## config.mk

```make
export PLATFORM = sky130hd
export DESIGN_NAME = if_stage
export DESIGN_NICKNAME = d
export VERILOG_FILES = /design/src/rtl/if_stage.sv
export SDC_FILE = /design/constraint.sdc
export NUM_CORES = 1
export LEC_CHECK = 0
export CAP_MARGIN = 5
export CORE_ASPECT_RATIO = 0.6
export CORE_MARGIN = 2
export CORE_UTILIZATION = 40
export DETAILED_ROUTE_END_ITERATION = 6
export HOLD_SLACK_MARGIN = 0.12
export PLACE_DENSITY = 0.72
export SYNTH_ARGS = -nofsm -noshare
export SYNTH_HDL_FRONTEND = slang
export SYNTH_SLANG_ARGS = --single-unit
```

## constraint.sdc

```tcl
create_clock -name clk -period 5.3 [get_ports clk]
set_clock_uncertainty 0.05 [all_clocks]
set_input_delay 1.59 -clock clk [delete_from_list [all_inputs] [get_ports clk]]
set_output_delay 1.59 -clock clk [all_outputs]
set_load 0.03 [all_outputs]
```

## src/rtl/if_stage.sv

```systemverilog
// if_stage: instruction fetch stage with PC register and IF/ID pipeline register.
//
// Ports
//   clk, rst         : single clock, synchronous active-high reset
//   stall_F          : hold PC and IF/ID (load-use hazard)
//   flush_D          : replace IF/ID with a bubble
//   branch_taken     : redirect fetch to branch_target (resolved in EX)
//   branch_target    : redirect address; low two bits are dropped for fetch
//   imem_addr        : fetch address, always equal to PC
//   imem_rdata       : instruction word for imem_addr, same cycle
//   instr_D, pc_D, pc_plus4_D, valid_D, misalign_D : IF/ID register
//   fetch_count      : valid instructions captured into IF/ID since reset
module if_stage #(
   parameter int                       ADDRESS_WIDTH = 32,
   parameter int                       DATA_WIDTH    = 32,
   parameter logic [ADDRESS_WIDTH-1:0] RESET_PC      = '0
) (
   input  logic                     clk,
   input  logic                     rst,
   input  logic                     stall_F,
   input  logic                     flush_D,
   input  logic                     branch_taken,
   input  logic [ADDRESS_WIDTH-1:0] branch_target,
   output logic [ADDRESS_WIDTH-1:0] imem_addr,
   input  logic [DATA_WIDTH-1:0]    imem_rdata,
   output logic [DATA_WIDTH-1:0]    instr_D,
   output logic [ADDRESS_WIDTH-1:0] pc_D,
   output logic [ADDRESS_WIDTH-1:0] pc_plus4_D,
   output logic                     valid_D,
   output logic                     misalign_D,
   output logic [31:0]              fetch_count
);

   // addi x0,x0,0
   localparam logic [DATA_WIDTH-1:0] NOP = DATA_WIDTH'(32'h0000_0013);

   typedef enum logic {BOOT, RUN} state_t;

   state_t                   state, state_nxt;
   logic [ADDRESS_WIDTH-1:0] pc, pc_nxt, pc_plus4;
   logic                     mis_flag;
   logic                     bubble, capture;

   assign imem_addr = pc;
   assign pc_plus4  = pc + ADDRESS_WIDTH'(4);

   // A redirect always squashes whatever is being fetched this cycle.
   assign bubble  = (state == BOOT) || flush_D || branch_taken;
   assign capture = !bubble && !stall_F;

   always_comb begin
      state_nxt = state;
      pc_nxt    = pc;
      case (state)
         BOOT:    state_nxt = RUN;
         RUN:     state_nxt = RUN;
         default: state_nxt = BOOT;
      endcase
      // PC holds in BOOT so the word at RESET_PC is the first one captured.
      if (branch_taken)
         pc_nxt = {branch_target[ADDRESS_WIDTH-1:2], 2'b00};
      else if (!stall_F && state == RUN)
         pc_nxt = pc_plus4;
   end

   always_ff @(posedge clk) begin
      if (rst) begin
         state       <= BOOT;
         pc          <= RESET_PC;
         instr_D     <= NOP;
         pc_D        <= '0;
         pc_plus4_D  <= '0;
         valid_D     <= 1'b0;
         misalign_D  <= 1'b0;
         mis_flag    <= 1'b0;
         fetch_count <= '0;
      end else begin
         state <= state_nxt;
         pc    <= pc_nxt;

         if (bubble) begin
            instr_D    <= NOP;
            pc_D       <= '0;
            pc_plus4_D <= '0;
            valid_D    <= 1'b0;
            misalign_D <= 1'b0;
         end else if (capture) begin
            instr_D     <= imem_rdata;
            pc_D        <= pc;
            pc_plus4_D  <= pc_plus4;
            valid_D     <= 1'b1;
            misalign_D  <= mis_flag;
            fetch_count <= fetch_count + 32'd1;
         end

         // Flag rides until the first valid instruction from the redirected
         // PC picks it up; a later redirect replaces it.
         if (branch_taken)
            mis_flag <= |branch_target[1:0];
         else if (capture)
            mis_flag <= 1'b0;
      end
   end

endmodule

```

* Yosys cells after proc, flatten, opt, wreduce, memory -nomap -nowiden
Cells that the tools add are included.
** Cells by class
- $add $sub $neg :: 2
- Multiplexer cells :: 5
- Bitwise gates (word level) :: 2
- Reduce and logical (&&, ||, !) cells :: 12
** Operators by type and width (number)
- two-way mux 32 bit :: 2
- adder 32 x 1 -> 32 bit (second input constant) :: 1
- adder 32 x 3 -> 32 bit (second input constant) :: 1
- OR reduction 2 bit :: 3
- nonzero test 2 bit :: 2
- two-way mux 1 bit :: 3
- logical AND 1 bit :: 2
- logical NOT 1 bit :: 2
- logical OR 1 bit :: 2
- NOT 1 bit :: 2
- AND reduction 2 bit :: 1
** Word-level totals
- Register bits :: 164
- Logic and storage cells :: 31

* Longest topological paths before layout
Gate-level depths: netlist of run 1.
- Depth in word-level cells :: 7
- Depth in mapped cells :: 8
- Mapped depth without buffers :: 6

* Least setup slack after synthesis of run 1
No wires, ideal clock.
- Kind :: input -> register
- Start point :: in branch_taken
- End point :: reg fetch_count[19]
- Library setup time :: 128 ps
- Data arrival time :: 3203 ps
- Data required time :: 5122 ps
- Path slack :: 1920 ps
- Cell stages on the path :: 8
- Path buffers :: 3
- Cell sequence :: buf_2 or4b_1 buf_2 nor4b_2 buf_2 nand4_1 xor2_1 nor2_1
** On the way
- Word-level cells in the longest chain between the ends :: 4
- Elaborated cells between the ends (all ways) :: 5
- Classes of those cells :: bitwise: 1; reduce/logical: 4
** RTL lines
- start: declaration :: RTL line 22 : input logic branch_taken,
- logical OR 1 bit (*) :: RTL line 48 : assign bubble = (state == BOOT) || flush_D || branch_taken;
- logical NOT 1 bit :: RTL line 49 : assign capture = !bubble && !stall_F;
- logical AND 1 bit :: RTL line 49
- AND reduction 2 bit (no source line) (*)
- end signal: assignment :: RTL line 93 : fetch_count <= fetch_count + 32'd1;
- end: declaration :: RTL line 31 : output logic [31:0] fetch_count
Every way passes the cells marked *; elsewhere a longest branch is shown, timed or not.
A chain may end at the register's enable or synchronous reset.

* Worst setup path in the final report of run 1
- Start point :: in branch_taken
- End point :: reg fetch_count[31]
The elaborated chain is that of the path after synthesis.

==> flow_metrics.tcl, run 1 <==
set metrics [dict create \
    cts_tree "done" \
    post-route-util_pct 59.4 \
    synth_top_area_share_pct 46.4 \
    ctsResizeCount 0 \
    totalWireLength_um 20700 \
    syn_avg_cell_area_um2 8.25 \
    synth_cells 826 \
    htreeDepth 4 \
    mappedNetlistArea_um2 6810 \
    min_from "mis_flag$_SDFFE_PP0P_" \
    finalPower_mw 2.77 \
    die_y_um 105 \
    crit_type "input pin to register" \
    num_rows 36 \
    report.final.slew_viol_count 0 \
    coreArea_um2 16400 \
    tightest_slew_ps 817 \
    synthArstFlopShare_pct 0 \
    routedWlPerCell_um 16.5 \
    drive_above_1_share_pct 5.65 \
    cts_made_buffers 17 \
    routabilityCongestion 0.898 \
    slowest_delay_ps 600 \
    ys_seq_area_share_pct 46.4 \
    grt-ovfl-total 0 \
    setup_viol 0 \
    port_buffers 224 \
    ys_warn_count 0 \
    placed_cell_area_um2 9140 \
    drtAntennaViolNets 0 \
    grt.total_usage_pct 22.6 \
    setup_tns_ps 0 \
    grt_setup_unrepaired "no" \
    clockBufferDepth 2 \
    critPathMaxFanout 18 \
    die_x_um 173 \
    ys_types 49 \
    min-delay-path-class "register to register" \
    final-hold-violation-count 0 \
    cts_setup_buffers 0 \
    status "finished clean" \
    cts-hold-fix-buffers 0 \
    grt_pass1_vias 5791 \
    cts.clk_slew.worst_paths_ps 70 \
    route.detailed.drc 0 \
    maxCapViolations 0 \
    startpoint "branch_taken" \
    drt_iter0_drc 468 \
    grt_pass1_wl_um 32600 \
    clock_sinks 158 \
    crit_top_cell "buf_4" \
    ir_drop_uv 208 \
    drt_pass1_iterations 5 \
    slew_headroom_pct 45.5 \
    num-nets-final 1084 \
    start_kind "input pin" \
    synth_top_area_cell "dfxtp_1" \
    ys.flop_type "dfxtp_1" \
    cp.arrival_ps 3900 \
    yosys_register_bits 158 \
    ioPinCount 231 \
    timing.rr.start "imem_addr[2]$_SDFFE_PP0P_" \
    instances_no_fill 1255 \
    grt_max_degree 77 \
    drt-vias-per-instance 5.09 \
    fmax_ghz 0.279 \
    dieArea_um2 18100 \
    dp_hpwl_um 14500 \
    start_util_pct 41.4 \
    synth_edf_count 0 \
    cellPowerDensity_nw_per_um2 283 \
    cts-root-buf "clkbuf_16" \
    layout_commonest_cell "clkdlybuf4s50_1" \
    crit_path_end_kind "register" \
    cp.required_ps 5610 \
    fin_crit_ps 3580 \
    clk_latency_ps 420 \
    slowest_stage "or4b_4" \
    synthTopCellsByArea "dfxtp_1, nand2_1, a21oi_1, xnor2_1, xor2_1" \
    path_cells "clkdlybuf4s50_1, buf_4, or4b_4, nor4b_2, buf_4, nand3_1, or4_1, nand2_1" \
    placed_cells 1222 \
    leakage_nw 3.20 \
    final_area_um2 9770 \
    period_share_pct 67.6 \
    antenna_found_initial 0 \
    final_cell_mix "clkdlybuf4s50_1, dfxtp_1, nand2_1" \
    route.vias.total 6390 \
    area.growth.synth_to_final_pct 43.3 \
]
kinds of logic (layout without fill, tap and decap cells):
logic type | count (synthesis) | after routing | synth area share [%]
flip-flops | 158 | 158 | 46.4
XOR/XNOR | 82 | 82 | 10.5
adder cells (fa/ha/maj) | 2 | 2 | 0.367
AO/OA/AOI/OAI | 152 | 152 | 12.7
buffers and inverters | 79 | 274 | 5.16
AND/OR/NAND/NOR | 347 | 347 | 24.1
multiplexers | 5 | 5 | 0.735
other | 1 | 7 | 0.0550
cell usage after synthesis, drive strengths merged (2+ instances only):
cell type  number
or4             3
or3             5
a311oi          2
xnor2          45
mux2i           5
clkbuf         49
o22ai           2
buf            21
nor3           18
nor4           12
nand2         155
nand4          26
and4            8
dfxtp         158
nor2           75
o21a            3
a21oi          93
ha              2
or4b            2
a221o           3
inv             8
a211oi         23
nand3          25
o21ai          23
and3           10
and2            3
xor2           37
report_power, final:
part / internal [mW] / switching, mW / total, mW
registers: 1.20 / 0.0401 / 1.24
clock network: 0.758 / 0.541 / 1.30
logic: 0.105 / 0.118 / 0.223
path summary, 6_finish.rpt:
kind,endpoint,slack (ps),depth (start not counted)
max,fetch_count[31]$_SDFFE_PP0P_,1720,8
min,misalign_D$_SDFFE_PP0P_,400,2
max reg2reg,imem_addr[30]$_SDFFE_PP0P_,2630,6
min reg2reg,misalign_D$_SDFFE_PP0P_,400,2
per-layer routing:
layer	track usage [%]	routed length (µm)
met5	0	0
met4	4.64	168
met3	9.10	2180
met2	32.2	8490
met1	31.9	9900
state kept, by name, summed over array words and instances (netlist names):
| signal | cells |
|---|---|
| pc_D | 30 |
| misalign_D | 1 |
| imem_addr | 30 |
| pc_plus4_D | 30 |
| valid_D | 1 |
| instr_D | 32 |
| mis_flag | 1 |
| state | 1 |
| fetch_count | 32 |
layout make-up:
class	count	area [µm²]
well taps	228	285
diodes	1	2.50
multi-input cells	594	3340
clock buffers	17	425
repair buffers	233	2320
clock inverters	15	199
inverters	9	33.8
fillers	1514	6680
flip-flops and latches	158	3160
stage by stage:
stage	hold slack, ps	worst slack (ps)
after floorplan	382	1920
after global placement	391	1320
after global routing	422	1580
after detailed placement	396	1300
final	402	1720
after CTS	405	1730
critical path: cells and delay by family:
kind | cells | cell delay, ps
and+or+nand+nor | 5 | 1470
buffers and inverters | 3 | 820
No activity file was read; power rests on OpenSTA's default activity.
==> inputs of run 2 (changes only) <==
==> constraint.sdc (replaced) <==
create_clock -name clk -period 3.55 [get_ports clk]
set_clock_uncertainty 0.05 [all_clocks]
set_input_delay 1.065 -clock clk [delete_from_list [all_inputs] [get_ports clk]]
set_output_delay 1.065 -clock clk [all_outputs]
set_load 0.03 [all_outputs]
==> run 2 against run 1 <==
- the run now ends with DRC left
- non-clock buffer count grew 6
- cell count increased by 0.40%
- sequential cell count is the same
- design area grew 0.46%
- count of clock-buffer cells in the layout unchanged
- worst setup slack lost 1000 ps
- highest routed layer unchanged
==> flow_metrics.tcl, run 2 (synthesis results as in run 1) <==
set metrics [dict create \
    status "finished, violations left" \
    violations "DRC" \
    cts_setup_buffers 0 \
    slowest_delay_ps 760 \
    pwr-share-seq_pct 45.3 \
    clkPwrFrac_pct 46.3 \
    grt_max_degree 105 \
    min-delay-path-class "register to register" \
    drt_iter0_drc 447 \
    n_fill_cell 1469 \
    htreeDepth 4 \
    crit_family "buffers and inverters" \
    clk_latency_ps 430 \
    report.final.slew_viol_count 0 \
    maxCapViolations 0 \
    placed_cells 1228 \
    clock_sinks 158 \
    grt_pass1_wl_um 33300 \
    path_buf_inv 1 \
    intPower_mw 2.98 \
    tightest_slew_ps 814 \
    setup_slack_ps 666 \
    antennaDiodeCount 0 \
    grt-ovfl-total 0 \
    ctsResizeCount 0 \
    placed_cell_area_um2 9200 \
    rr_worst_depth 6 \
    post-place-ws_ps 344 \
    ioPinCount 231 \
    routedWlPerCell_um 16.9 \
    antenna_found_initial 0 \
    start_kind "register" \
    die_y_um 105 \
    crit_type "register to primary output" \
    min_path_cells 2 \
    setup_tns_ps 0 \
    drive_above_1_share_pct 6.20 \
    drt-vias-per-instance 5.14 \
    dieArea_um2 18100 \
    clockBufferDepth 2 \
    dp_hpwl_um 14900 \
    period_share_pct 81.2 \
    coreArea_um2 16400 \
    cp.arrival_ps 1770 \
    num_rows 36 \
    path_cells "clkdlybuf4s50_1" \
    grt.total_usage_pct 23.2 \
    route.detailed.drc 3 \
    cts-hold-fix-buffers 0 \
    cellPowerDensity_nw_per_um2 418 \
    met3WireLength_um 1970 \
    instances_no_fill 1260 \
    fin_crit_ps 2880 \
    num-nets-final 1090 \
    fmax_ghz 0.347 \
    reg_top3 "fetch_count (32), instr_D (32)" \
    combPwrFrac_pct 8.4 \
    finalPower_mw 4.10 \
    cp_num_cells 1 \
    ir_drop_uv 289 \
    area.growth.synth_to_final_pct 44.0 \
    final-hold-violation-count 0 \
    cts_tree "done" \
    slowest_stage "clkdlybuf4s50_1" \
    start_util_pct 41.4 \
    wl_met1_um 10300 \
    slew_headroom_pct 45.2 \
    cts_made_buffers 17 \
    setup_viol 0 \
    critPathMaxFanout 10 \
    layout_commonest_cell "clkdlybuf4s50_1" \
    cts-root-buf "clkbuf_16" \
    cts.clk_slew.worst_paths_ps 70 \
    p_sw_share_pct 27.3 \
    wl_met2_um 8740 \
    routabilityCongestion 0.882 \
    leakage_nw 3.24 \
    dr.max_layer_used "met4" \
    die_x_um 173 \
    totalWireLength_um 21300 \
    drtAntennaViolNets 0 \
    crit_path_end_kind "primary output" \
    p_switching_mw 1.12 \
    drt_pass1_iterations 7 \
    route.vias.total 6471 \
    port_buffers 224 \
    grt_setup_unrepaired "no" \
    final_cell_mix "clkdlybuf4s50_1, dfxtp_1, nand2_1" \
    final_area_um2 9810 \
    cp.required_ps 2430 \
    grt_pass1_vias 5928 \
]
==> run 2: changes by cell type in the layout (fill, tap and decap cells not counted), sizes merged <==
| cell | delta |
|---|---|
| buf | +6 |
| bufinv | -2 |
| clkinv | +1 |
| clkinvlp | -1 |
| diode | -1 |
| inv | +2 |
==> run 2: per-stage QoR <==
step / hold WS, ps / utilization (%)
6_report: 403 / 59.7
5_1_grt: 419 / 59.7
4_1_cts: 406 / 59.7
3_5_place_dp: 396 / 55.9
3_3_place_gp: 391 / 55.9
2_1_floorplan: 382 / -
==> run 2: layer usage <==
metal | GRT usage (%) | vias to the layer above
met3 | 8.59 | 18
met4 | 5.92 | 0
met1 | 33.1 | 3014
li1 | - | 3188
met5 | 0 | -
met2 | 32.4 | 251
==> run 2: worst paths after layout <==
path	slack, ps	from	to
min reg2reg	400	instr_D[16]$_SDFFE_PP0P_	instr_D[16]$_SDFFE_PP0P_
max reg2reg	940	imem_addr[2]$_SDFFE_PP0P_	imem_addr[30]$_SDFFE_PP0P_
min	400	instr_D[16]$_SDFFE_PP0P_	instr_D[16]$_SDFFE_PP0P_
max	670	imem_addr[6]$_SDFFE_PP0P_	imem_addr[6]
==> run 2: power groups by stage <==
stage,clock network [mW],logic (mW),registers [mW]
6_report,1.90,0.345,1.85
5_1_grt,2.00,0.368,1.86
4_1_cts,1.92,0.345,1.85
3_5_place_dp,0,0.343,1.89
3_3_place_gp,0,0.342,1.89
2_1_floorplan,0,0.150,1.92
==> run 2: final cells by class <==
cell class | count | area, µm² | area share (%)
tap | 228 | 285 | 2.91
timing repair buffer | 239 | 2370 | 24.2
clock inverter | 15 | 189 | 1.93
multi-input combinational | 594 | 3340 | 34.0
inverter | 9 | 33.8 | 0.344
clock buffer | 17 | 425 | 4.34
sequential | 158 | 3160 | 32.2
==> run 2: worst register-to-register path, stage by stage (launching register included) <==
cell,delay [ps]
dfxtp_1,500
ha_1,310
nand3_2,190
or3_4,460
or3_4,360
or4_1,400
a311oi_1,260
==> inputs of run 3 (changes only) <==
==> constraint.sdc (replaced) <==
create_clock -name clk -period 2.7 [get_ports clk]
set_clock_uncertainty 0.05 [all_clocks]
set_input_delay 0.81 -clock clk [delete_from_list [all_inputs] [get_ports clk]]
set_output_delay 0.81 -clock clk [all_outputs]
set_load 0.03 [all_outputs]
==> run 3 against run 2 <==
- the run now ends clean
- count of clock-buffer cells in the layout is 1 higher
- global-route usage is 0.74 points higher
- design area is 3.2% higher
- clock power is 31% higher
- sequential power is 31% higher
- first-iteration DRC count is 15% higher
- combinational power is 45% higher
- non-clock buffer count is 37 higher
- register-to-register slack worse by 570 ps
- largest cell class unchanged
==> flow_metrics.tcl, run 3 (synthesis results as in run 1) <==
set metrics [dict create \
    path_cells "clkdlybuf4s50_1" \
    route.vias.total 6566 \
    period_share_pct 96.2 \
    route.detailed.drc 0 \
    die_x_um 173 \
    p_switching_mw 1.40 \
    slew_headroom_pct 56.3 \
    clockBufferDepth 2 \
    p_sw_share_pct 25.9 \
    leakage_nw 3.43 \
    reg_top3 "fetch_count (32), instr_D (32)" \
    dieArea_um2 18100 \
    port_buffers 224 \
    status "finished clean" \
    grt.total_usage_pct 23.9 \
    crit_path_end_kind "primary output" \
    routabilityCongestion 0.883 \
    drt_iter0_drc 514 \
    dp_hpwl_um 16000 \
    crit_type "register to primary output" \
    antennaDiodeCount 0 \
    drtAntennaViolNets 0 \
    min_from "instr_D[29]$_SDFFE_PP0P_" \
    holdWs_ps 403 \
    min_path_cells 2 \
    cp.arrival_ps 1740 \
    rr_worst_depth 5 \
    die_y_um 105 \
    timing.rr.start "imem_addr[6]$_SDFFE_PP0P_" \
    cts_tree "done" \
    report.final.slew_viol_count 0 \
    drt_pass1_iterations 5 \
    ir_drop_uv 442 \
    start_kind "register" \
    setup_slack_ps 102 \
    intPower_mw 4.00 \
    drive_above_1_share_pct 9.35 \
    layout_commonest_cell "clkdlybuf4s50_1" \
    grt_pass1_vias 6139 \
    clkPwrFrac_pct 45.9 \
    ioPinCount 231 \
    ctsResizeCount 0 \
    start_util_pct 41.4 \
    antenna_found_initial 1 \
    path_buf_inv 1 \
    setup_viol 0 \
    maxCapViolations 0 \
    totalWireLength_um 21700 \
    area.growth.synth_to_final_pct 48.6 \
    cp.required_ps 1840 \
    slowest_delay_ps 750 \
    clk_latency_ps 420 \
    final_cell_mix "clkdlybuf4s50_1, dfxtp_1, nand2_1" \
    coreArea_um2 16400 \
    cts.clk_slew.worst_paths_ps 70 \
    r2r_end "imem_addr[30]$_SDFFE_PP0P_" \
    htreeDepth 4 \
    num_rows 36 \
    fin_crit_ps 2600 \
    pwr-share-seq_pct 44.9 \
    cts-hold-fix-buffers 0 \
    clock_sinks 158 \
    cts_setup_buffers 0 \
    post-place-ws_ps -187 \
    crit_family "buffers and inverters" \
    grt-ovfl-total 0 \
    cts-root-buf "clkbuf_16" \
    grt_setup_unrepaired "no" \
    cts_made_buffers 17 \
    r2r_slack_ps 370 \
    final-hold-violation-count 0 \
    routedWlPerCell_um 16.7 \
    tightest_slew_ps 655 \
    min-delay-path-class "register to register" \
    slowest_stage "clkdlybuf4s50_1" \
    finalPower_mw 5.40 \
    grt_max_degree 62 \
    grt_pass1_wl_um 34300 \
    drt-vias-per-instance 5.06 \
    combPwrFrac_pct 9.2 \
    cellPowerDensity_nw_per_um2 534 \
    fmax_ghz 0.385 \
    hold_path_end "instr_D[29]$_SDFFE_PP0P_" \
    num-nets-final 1127 \
    critPathMaxFanout 10 \
]
[run 3: changes by cell type in the layout (fill, tap and decap cells not counted), sizes merged]
cell	change
clkbuf	+1
bufinv	+1
inv	-2
buf	+37
[run 3: final cells by class]
class / count / area [µm²]
clock buffers: 18 / 429
clock inverters: 14 / 173
fillers: 1442 / 6310
inverters: 9 / 33.8
multi-input cells: 594 / 3340
flip-flops and latches: 158 / 3160
well taps: 228 / 285
repair buffers: 276 / 2700
[run 3: power groups by stage]
stage,Sequential (mW),Clock [mW],Combinational (mW)
floorplan,2.52,0,0.198
global placement,2.48,0,0.493
detailed placement,2.48,0,0.496
CTS,2.43,2.53,0.499
global route,2.43,2.62,0.534
finish,2.43,2.48,0.499
[run 3: through the flow]
| step | cell area (µm²) | cells | TNS (ps) | utilization, % |
|---|---|---|---|---|
| final | 10100 | 1297 | 0 | 61.6 |
| after global placement | 9520 | 1265 | -3000 | 57.9 |
| after detailed placement | 9520 | 1265 | -4320 | 57.9 |
| after global routing | 10100 | 1297 | 0 | 61.6 |
| after CTS | 10100 | 1297 | 0 | 61.6 |
| after floorplan | 6830 | 831 | 0 | - |
[run 3: routing by layer]
layer	GRT usage, %	part of all wire, %
met1	33.1	48
met2	34.4	41
met3	10.0	10
met4	4.95	0.77
met5	0	0.060
[run 3: how the worst max path moves through the flow]
| stage | from | end | cells past startpoint |
|---|---|---|---|
| CTS | imem_addr[6]$_SDFFE_PP0P_ | imem_addr[6] | 1 |
| detailed placement | branch_taken | fetch_count[25]$_SDFFE_PP0P_ | 7 |
| global placement | branch_taken | fetch_count[19]$_SDFFE_PP0P_ | 7 |
| global route | imem_addr[9]$_SDFFE_PP0P_ | imem_addr[9] | 1 |
| floorplan | branch_taken | fetch_count[19]$_SDFFE_PP0P_ | 8 |
| finish | imem_addr[6]$_SDFFE_PP0P_ | imem_addr[6] | 1 |
